==> src/rtl/cla_rr_sched.sv <==
// Round-robin scheduler that time-shares one 32-bit carry-lookahead adder among NREQ requesters.
// Two-stage pipeline (operands -> sum) with a single backpressured response port tagged by requester id.

module cla32 (
    input  logic [31:0] i_a,
    input  logic [31:0] i_b,
    output logic [32:0] o_sum
);
    logic [31:0] w_p;
    logic [31:0] w_g;
    logic [31:0] w_c;
    logic [7:0]  w_gg;
    logic [7:0]  w_gp;
    logic [8:0]  w_gc;

    // 4-bit lookahead groups; group carries chained through group generate/propagate
    always_comb begin
        w_p  = i_a ^ i_b;
        w_g  = i_a & i_b;
        w_gg = '0;
        w_gp = '0;
        w_gc = '0;
        w_c  = '0;
        for (int j = 0; j < 8; j++) begin
            w_gg[j] = w_g[4*j+3]
                    | (w_p[4*j+3] & w_g[4*j+2])
                    | (w_p[4*j+3] & w_p[4*j+2] & w_g[4*j+1])
                    | (w_p[4*j+3] & w_p[4*j+2] & w_p[4*j+1] & w_g[4*j]);
            w_gp[j] = &w_p[4*j +: 4];
        end
        for (int j = 0; j < 8; j++) begin
            w_gc[j+1] = w_gg[j] | (w_gp[j] & w_gc[j]);
        end
        for (int j = 0; j < 8; j++) begin
            w_c[4*j]   = w_gc[j];
            w_c[4*j+1] = w_g[4*j] | (w_p[4*j] & w_gc[j]);
            w_c[4*j+2] = w_g[4*j+1]
                       | (w_p[4*j+1] & w_g[4*j])
                       | (w_p[4*j+1] & w_p[4*j] & w_gc[j]);
            w_c[4*j+3] = w_g[4*j+2]
                       | (w_p[4*j+2] & w_g[4*j+1])
                       | (w_p[4*j+2] & w_p[4*j+1] & w_g[4*j])
                       | (w_p[4*j+2] & w_p[4*j+1] & w_p[4*j] & w_gc[j]);
        end
        o_sum = {w_gc[8], w_p ^ w_c};
    end
endmodule

module cla_rr_sched #(
    parameter  int NREQ = 4,
    localparam int IDW  = $clog2(NREQ)
) (
    input  logic                 clk,
    input  logic                 rst,
    input  logic [NREQ-1:0]      req_valid,
    output logic [NREQ-1:0]      req_ready,
    input  logic [32*NREQ-1:0]   req_a,
    input  logic [32*NREQ-1:0]   req_b,
    output logic                 rsp_valid,
    input  logic                 rsp_ready,
    output logic [IDW-1:0]       rsp_id,
    output logic [32:0]          rsp_sum,
    output logic [1:0]           inflight
);
    logic [IDW-1:0]  r_rr_ptr;

    logic [31:0]     r_a_p1;
    logic [31:0]     r_b_p1;
    logic [IDW-1:0]  r_id_p1;
    logic            r_vld_p1;

    logic [32:0]     r_sum_p2;
    logic [IDW-1:0]  r_id_p2;
    logic            r_vld_p2;

    logic            w_adv1;
    logic            w_adv2;
    logic [NREQ-1:0] w_mask_hi;
    logic [NREQ-1:0] w_req_hi;
    logic [IDW-1:0]  w_winner;
    logic            w_found;
    logic            w_grant;
    logic [NREQ-1:0] w_onehot;
    logic [31:0]     w_a_sel;
    logic [31:0]     w_b_sel;
    logic [32:0]     w_sum;

    assign w_adv2 = !r_vld_p2 | rsp_ready;
    assign w_adv1 = !r_vld_p1 | w_adv2;

    // Requests above the last grant win first; otherwise wrap to the lowest index.
    always_comb begin
        w_mask_hi = '0;
        w_winner  = '0;
        for (int i = 0; i < NREQ; i++) begin
            w_mask_hi[i] = (IDW'(i) > r_rr_ptr);
        end
        w_req_hi = req_valid & w_mask_hi;
        w_found  = |req_valid;
        if (|w_req_hi) begin
            for (int i = NREQ-1; i >= 0; i--) begin
                if (w_req_hi[i]) w_winner = IDW'(i);
            end
        end else begin
            for (int i = NREQ-1; i >= 0; i--) begin
                if (req_valid[i]) w_winner = IDW'(i);
            end
        end
    end

    assign w_grant = w_found & w_adv1 & !rst;

    always_comb begin
        w_onehot = '0;
        w_a_sel  = '0;
        w_b_sel  = '0;
        for (int i = 0; i < NREQ; i++) begin
            if (w_winner == IDW'(i)) begin
                w_onehot[i] = 1'b1;
                w_a_sel     = req_a[32*i +: 32];
                w_b_sel     = req_b[32*i +: 32];
            end
        end
    end

    assign req_ready = w_grant ? w_onehot : '0;

    cla32 u_cla32 (
        .i_a   (r_a_p1),
        .i_b   (r_b_p1),
        .o_sum (w_sum)
    );

    always_ff @(posedge clk) begin
        if (rst) begin
            r_rr_ptr <= IDW'(NREQ-1);
            r_a_p1   <= '0;
            r_b_p1   <= '0;
            r_id_p1  <= '0;
            r_vld_p1 <= 1'b0;
            r_sum_p2 <= '0;
            r_id_p2  <= '0;
            r_vld_p2 <= 1'b0;
        end else begin
            // Stage 1: operand capture from the arbitration winner (bubble when no grant)
            if (w_adv1) begin
                r_a_p1   <= w_a_sel;
                r_b_p1   <= w_b_sel;
                r_id_p1  <= w_winner;
                r_vld_p1 <= w_grant;
            end
            if (w_grant) r_rr_ptr <= w_winner;
            // Stage 2: adder result register driving the response port
            if (w_adv2) begin
                r_sum_p2 <= w_sum;
                r_id_p2  <= r_id_p1;
                r_vld_p2 <= r_vld_p1;
            end
        end
    end

    assign rsp_valid = r_vld_p2;
    assign rsp_id    = r_id_p2;
    assign rsp_sum   = r_sum_p2;
    assign inflight  = {1'b0, r_vld_p1} + {1'b0, r_vld_p2};
endmodule

==> config.mk <==
export PLATFORM = sky130hd
export DESIGN_NAME = cla_rr_sched
export DESIGN_NICKNAME = d
export VERILOG_FILES = /design/src/rtl/cla_rr_sched.sv
export SDC_FILE = /design/constraint.sdc
export NUM_CORES = 1
export LEC_CHECK = 0
export BUFFER_PORTS_ARGS = -buffer_cell sky130_fd_sc_hd__buf_2
export CELL_PAD_IN_SITES_DETAIL_PLACEMENT = 1
export CELL_PAD_IN_SITES_GLOBAL_PLACEMENT = 2
export CORE_MARGIN = 3
export CORE_UTILIZATION = 25
export DETAILED_ROUTE_END_ITERATION = 8
export GPL_TIMING_DRIVEN = 0
export PLACE_DENSITY_LB_ADDON = 0.12
export SYNTH_ARGS = -nofsm -noshare
export SYNTH_HDL_FRONTEND = slang
export SYNTH_SLANG_ARGS = --single-unit
==> constraint.sdc <==
create_clock -name clk -period 3.1 [get_ports clk]
set_clock_uncertainty 0.2 [all_clocks]
set_input_delay 0.465 -clock clk [delete_from_list [all_inputs] [get_ports clk]]
set_output_delay 0.465 -clock clk [all_outputs]
set_load 0.01 [all_outputs]
* Word-level counts from Yosys, hierarchy flattened
Index checks and enable logic that the tools add are counted.
Word-level totals: output and inout port bits 42, bits of input ports 263, logic and storage cells 249, register bits 105
Operators by class: reductions and logical operators 13, muxes and demuxes 22, bitwise logic cells 198, order comparisons 4, equal/unequal tests 3, $add $sub $neg 1
Operators by type and width (count):
- 32-bit two-way mux | 8
- 1-bit bitwise AND | 116
- 1-bit OR | 78
- 32-bit bitwise XOR | 2
- 32-bit bitwise AND | 1
- 4-bit AND reduction | 7
- 2-bit two-way mux | 9
- 4-bit OR reduction | 2
- 4-bit bitwise AND | 1
- 2-bit equality test, second input constant | 2
- 1-bit by 2-bit greater-than comparator with 1-bit output, first input constant | 2
- 2-bit greater-than comparator, first input constant | 2
- 1-bit two-way mux | 4
- 4-bit two-way mux | 1
- 1-bit zero test | 3
- 1-bit by 1-bit adder with 2-bit output | 1
- 2-bit by 1-bit equality test with 1-bit output, second input constant | 1
- 2-bit zero test | 1

* Longest topological paths before layout
depth in word-level cells 20, mapped depth 11, gate-level depth less buffers 11

* Modules after synthesis
From an unflattened synthesis, not the netlist that was laid out.
Unflattened totals: cell total of the unflattened synthesis 843, area total of the unflattened synthesis 7288.2 um^2
Modules (own cells, without submodules):
- cla_rr_sched | times used 1, seq. area each 2102.0 um^2, area an instance 5708.0 um^2, cells each 640
- cla32 | times used 1, seq. area each 0.0 um^2, area an instance 1580.3 um^2, cells each 203

* Least setup slack after synthesis
No wires, ideal clock.
path kind register -> register, start point register r_a_p1[1], end point register r_sum_p2[29], in the netlist rsp_sum[29], buffers on the path 0, data arrival time 2.525 ns, clock period less this slack 2.810 ns, setup time 0.086 ns, setup slack 0.290 ns, cell stages (with the launch flop) 12, required time 2.814 ns, path through dfxtp_1 -> ha_1 -> a41oi_2 -> o21ai_2 -> a211oi_2 -> a211oi_2 -> o21ai_1 -> a211oi_2 -> a21o_1 -> fa_1 -> xnor2_1 -> a211oi_1
Between the ends: word-level cells in the longest chain between the ends 19, elaborated cells on any way between the ends 22, classes of those cells 22 x bitwise
RTL lines:
- start, declared | line 67 | logic [31:0] r_a_p1;
- start signal, assigned | line 147 | r_a_p1 <= w_a_sel;
- 32-bit bitwise AND or 32-bit bitwise XOR (tied branches) | line 19, 18
- 1-bit bitwise AND, on equally long branches | line 27, 28
- 1-bit OR or 1-bit bitwise AND (tied branches) | line 27, 28
- 1-bit OR (*) | line 28 | | (w_p[4*j+3] & w_p[4*j+2] & w_p[4*j+1] & w_g[4*j]);
- 1-bit bitwise AND (*) | line 32 | w_gc[j+1] = w_gg[j] | (w_gp[j] & w_gc[j]);
- 1-bit OR (*) | line 32
- 1-bit bitwise AND (*) | line 32
- 1-bit OR (*) | line 32
- [3 not listed]
- 1-bit OR (*) | line 32
- 1-bit bitwise AND (*) | line 32
- 1-bit OR (*) | line 32
- 1-bit bitwise AND (*) | line 32
- 1-bit OR (*) | line 32
- 1-bit bitwise AND (*) | line 36 | w_c[4*j+1] = w_g[4*j] | (w_p[4*j] & w_gc[j]);
- 1-bit OR (*) | line 36
- 32-bit bitwise XOR (*) | line 45 | o_sum = {w_gc[8], w_p ^ w_c};
- end signal, assigned | line 155 | r_sum_p2 <= w_sum;
- end, declared | line 72 | logic [32:0] r_sum_p2;
Mark *: on every way between the ends. The rest lies on a longest branch, timed or not. A chain may end at the register's enable or synchronous reset.

* Final worst setup path
start point register r_a_p1[18], end point register r_sum_p2[28], in the netlist rsp_sum[28]
Between the ends: word-level cells in the longest chain between the ends 11, elaborated cells on any way between the ends 18, classes of those cells 17 x bitwise; 1 x reduce/logical
RTL lines:
- 32-bit bitwise AND or 32-bit bitwise XOR (tied branches) | line 19, 18
- 1-bit bitwise AND, on equally long branches | line 26, 27, 28
- 1-bit OR, or another cell as far along | line 26 | | (w_p[4*j+3] & w_g[4*j+2])
- 1-bit OR or 1-bit bitwise AND (tied branches) | line 27, 28
- 1-bit OR | line 28
- 1-bit OR (*) | line 32
- 1-bit bitwise AND (*) | line 32
- 1-bit OR (*) | line 32
- 1-bit bitwise AND (*) | line 32
- 1-bit OR (*) | line 32
- 32-bit bitwise XOR (*) | line 45
- named net u_cla32.o_sum[28] | line 7 | output logic [32:0] o_sum
Mark *: on every way through the listed nets, which the timed path passes. The rest lies on a longest branch.

==> flow_summary.json <==
{
  "status": "finished, final reports clean",
  "r2r_end": "rsp_sum[28]",
  "r2r_cells": 10,
  "yosys_most_used_dff": "dfxtp_1",
  "finalSetupViolations": 0,
  "layout_min_cycle_time_ps": 3000,
  "cts_made_buffers": 9,
  "async_reset_ff_frac": 0,
  "grt_pass1_vias": 7871,
  "cts_root_buf": "clkbuf_16",
  "grt_use_total": 0.216,
  "synthXorXnorAreaFrac": 0.0200,
  "final_cell_mix": "313 x buf_2, 102 x dfxtp_1, 95 x nand2_1, 90 x nor2_1, 83 x a21oi_1",
  "fin_tns_setup_ps": 0,
  "synth_cell_type_count": 58,
  "port_buffers": 304,
  "crit_arrival_ps": 3040,
  "hold_slack_ps": 230,
  "combPwrFrac": 0.369,
  "clkSinkCount": 105,
  "fin_crit_sh": 0.969,
  "critPathMaxFanout": 5,
  "power.internal_mw": 3.04,
  "synthMuxAreaShare": 0.00152,
  "postSynthCellCount": 826,
  "final_cells": 1479,
  "cp-start-kind": "flip-flop",
  "hold_depth": 3,
  "rr_startpoint": "r_a_p1[18]",
  "clk_pin_slew_ps": 70,
  "grt_antenna_before_repair": 0,
  "reg2reg_slack_ps": 100,
  "start_util": 0.258,
  "area_growth_pct": 38.2,
  "yosysWarnings": 0,
  "worstHoldPathType": "in -> reg",
  "yosys.area_share.simple": 0.203,
  "ant_nets": 0,
  "hp-start": "req_a[118]",
  "core.rowCount": 58,
  "worst_slack_ps": 96.4,
  "p_sw_frac": 0.366,
  "via_per_inst": 5.15,
  "grt_pass1_wl_mm": 47.3,
  "vias": 7622,
  "die_h_um": 168,
  "switchingPower_mw": 1.76,
  "ys_top_cells_by_area": "dfxtp_1 32%, a221oi_1 8.5%, a21oi_1 6.4%, ha_1 6.3%, a211oi_1 6.2%",
  "gp_congestion": 0.805,
  "p_seq_frac": 0.364,
  "core_um2": 25500,
  "slew_headroom": 0.520,
  "synth_sequential_area_ratio": 0.320,
  "grt_start_max_net_pins": 19,
  "p_leak_nw": 4.10,
  "synthAdderAreaFrac": 0.0871,
  "utilization": 0.356,
  "cp_data_required_time_ps": 3140,
  "worst_slew_pin_slew_ps": 720,
  "layout_commonest_cell": "buf_2",
  "synth-edff-count": 0,
  "hold_viol": 0,
  "dp_hpwl_mm": 26.7,
  "maxCapViolations": 0,
  "power_density_nw_per_um2": 528,
  "dp.cells": 1460,
  "endpoint_kind": "flip-flop",
  "grt-ovfl-total": 0,
  "power.share.clock": 0.267,
  "first_iter_violations": 307,
  "dieWidth_um": 168,
  "final_nets": 1448,
  "clkLatencyLatePin_ps": 370,
  "dr.pass1.iters": 4,
  "peakVddDrop_mv": 0.323,
  "avgSynthCellArea_um2": 7.96,
  "die_area_um2": 28300,
  "htree_levels": 3,
  "min_to": "r_a_p1[22]",
  "hold_buffers": 0,
  "syn_area_um2": 6580,
  "worstSetupPathType": "reg -> reg",
  "drive_gt1_frac": 0.335,
  "post_drt_wl_per_cell_um": 21.5,
  "num_io_pins": 305,
  "synth_top_family_by_area": "compound AO/OA/AOI/OAI gates",
  "clockBufferDepth": 2,
  "synth_compound_area_frac": 0.316,
  "cts_tree": "yes",
  "wl_mm": 31.8,
  "yosysTopAreaCell": "dfxtp_1",
  "syn_nets": 1130,
  "route.detailed.drc": 0,
  "fmax_mhz": 333,
  "rsz0062_at_grt": "true",
  "antenna_cells": 0,
  "post-place-ws_ps": -331,
  "synth.top_cell.area_share": 0.320,
  "ys_ff_latch": 105,
  "drv_slew": 0
}
[per-stage QoR]
stage                     power [mW]  area, µm²
after floorplan                 2.71       6580
after global routing            5.09       9090
after global placement          3.44       8510
after detailed placement        3.46       8510
after CTS                       4.79       8960
final                           4.80       9090
[routing by layer]
layer | track usage | wire [µm] | vias up
li1 | - | - | 3749
met1 | 0.293 | 14800 | 3649
met2 | 0.362 | 15100 | 204
met3 | 0.0373 | 1670 | 20
met4 | 0.0409 | 276 | 0
met5 | 0 | 0 | -
[Yosys cell counts, types with 10 or more instances]
cell type / instances
dfxtp_1: 105
buf_1: 10
inv_1: 12
nor3_1: 28
ha_1: 33
nand2_1: 95
nor2_1: 90
a221o_1: 19
xnor2_1: 12
a21oi_1: 84
a221oi_1: 64
a211oi_1: 54
clkbuf_1: 48
nand3_1: 48
[repair_timing]
action                                 CTS  global route
gates resized for setup                 18            18
buffers inserted                         3             3
endpoints found under the hold margin    0             0
pin swaps                                5             5
setup endpoints to repair                6            10
[layout make-up]
type / instances / area, µm²
inverters: 12 / 45.0
plain buffers: 69 / 297
flip-flops and latches: 105 / 2110
well taps: 330 / 413
multi-input cells: 637 / 4340
fillers: 3226 / 16500
clock buffers: 9 / 225
clock inverters: 7 / 100
repair buffers: 310 / 1570
[registers in the layout, summed over array words and instances (netlist names)]
signal	count
r_b_p1	32
r_a_p1	32
r_rr_ptr	2
r_id_p1	2
r_vld_p1	1
rsp_valid	1
rsp_sum	33
rsp_id	2
[kinds of logic (layout without fill, tap and decap cells)]
kind of cell,after synthesis,in the layout
simple gates,298,298
mux,1,1
flops,105,105
fa+ha+maj,41,41
compound gates,282,282
xor+xnor,15,15
buf+inv,84,407
[how the worst max path moves through the flow]
| stage | start | slack (ps) | end |
|---|---|---|---|
| floorplan | r_a_p1[1] | 290 | rsp_sum[29] |
| global placement | r_a_p1[2] | -270 | rsp_sum[28] |
| detailed placement | r_a_p1[1] | -330 | rsp_sum[29] |
| CTS | r_b_p1[21] | 10 | rsp_sum[28] |
| global route | r_a_p1[7] | -10 | rsp_sum[28] |
| finish | r_a_p1[18] | 100 | rsp_sum[28] |
[power by group through the flow]
stage | logic, mW | clock network (mW) | registers, mW
floorplan | 0.984 | 0 | 1.73
global placement | 1.69 | 0 | 1.75
detailed placement | 1.70 | 0 | 1.76
CTS | 1.75 | 1.31 | 1.73
global route | 1.96 | 1.35 | 1.77
finish | 1.77 | 1.28 | 1.75
[worst max-delay path, stage by stage (launching register included)]
cell,delay [ps]
dfxtp_1,390
ha_4,330
nand4_1,150
or3_4,380
a211oi_4,230
o21ai_2,120
a211oi_2,260
a21o_1,180
fa_2,480
nand2_1,90
a21oi_1,60
Note: power is estimated with default switching activity, not from simulation.
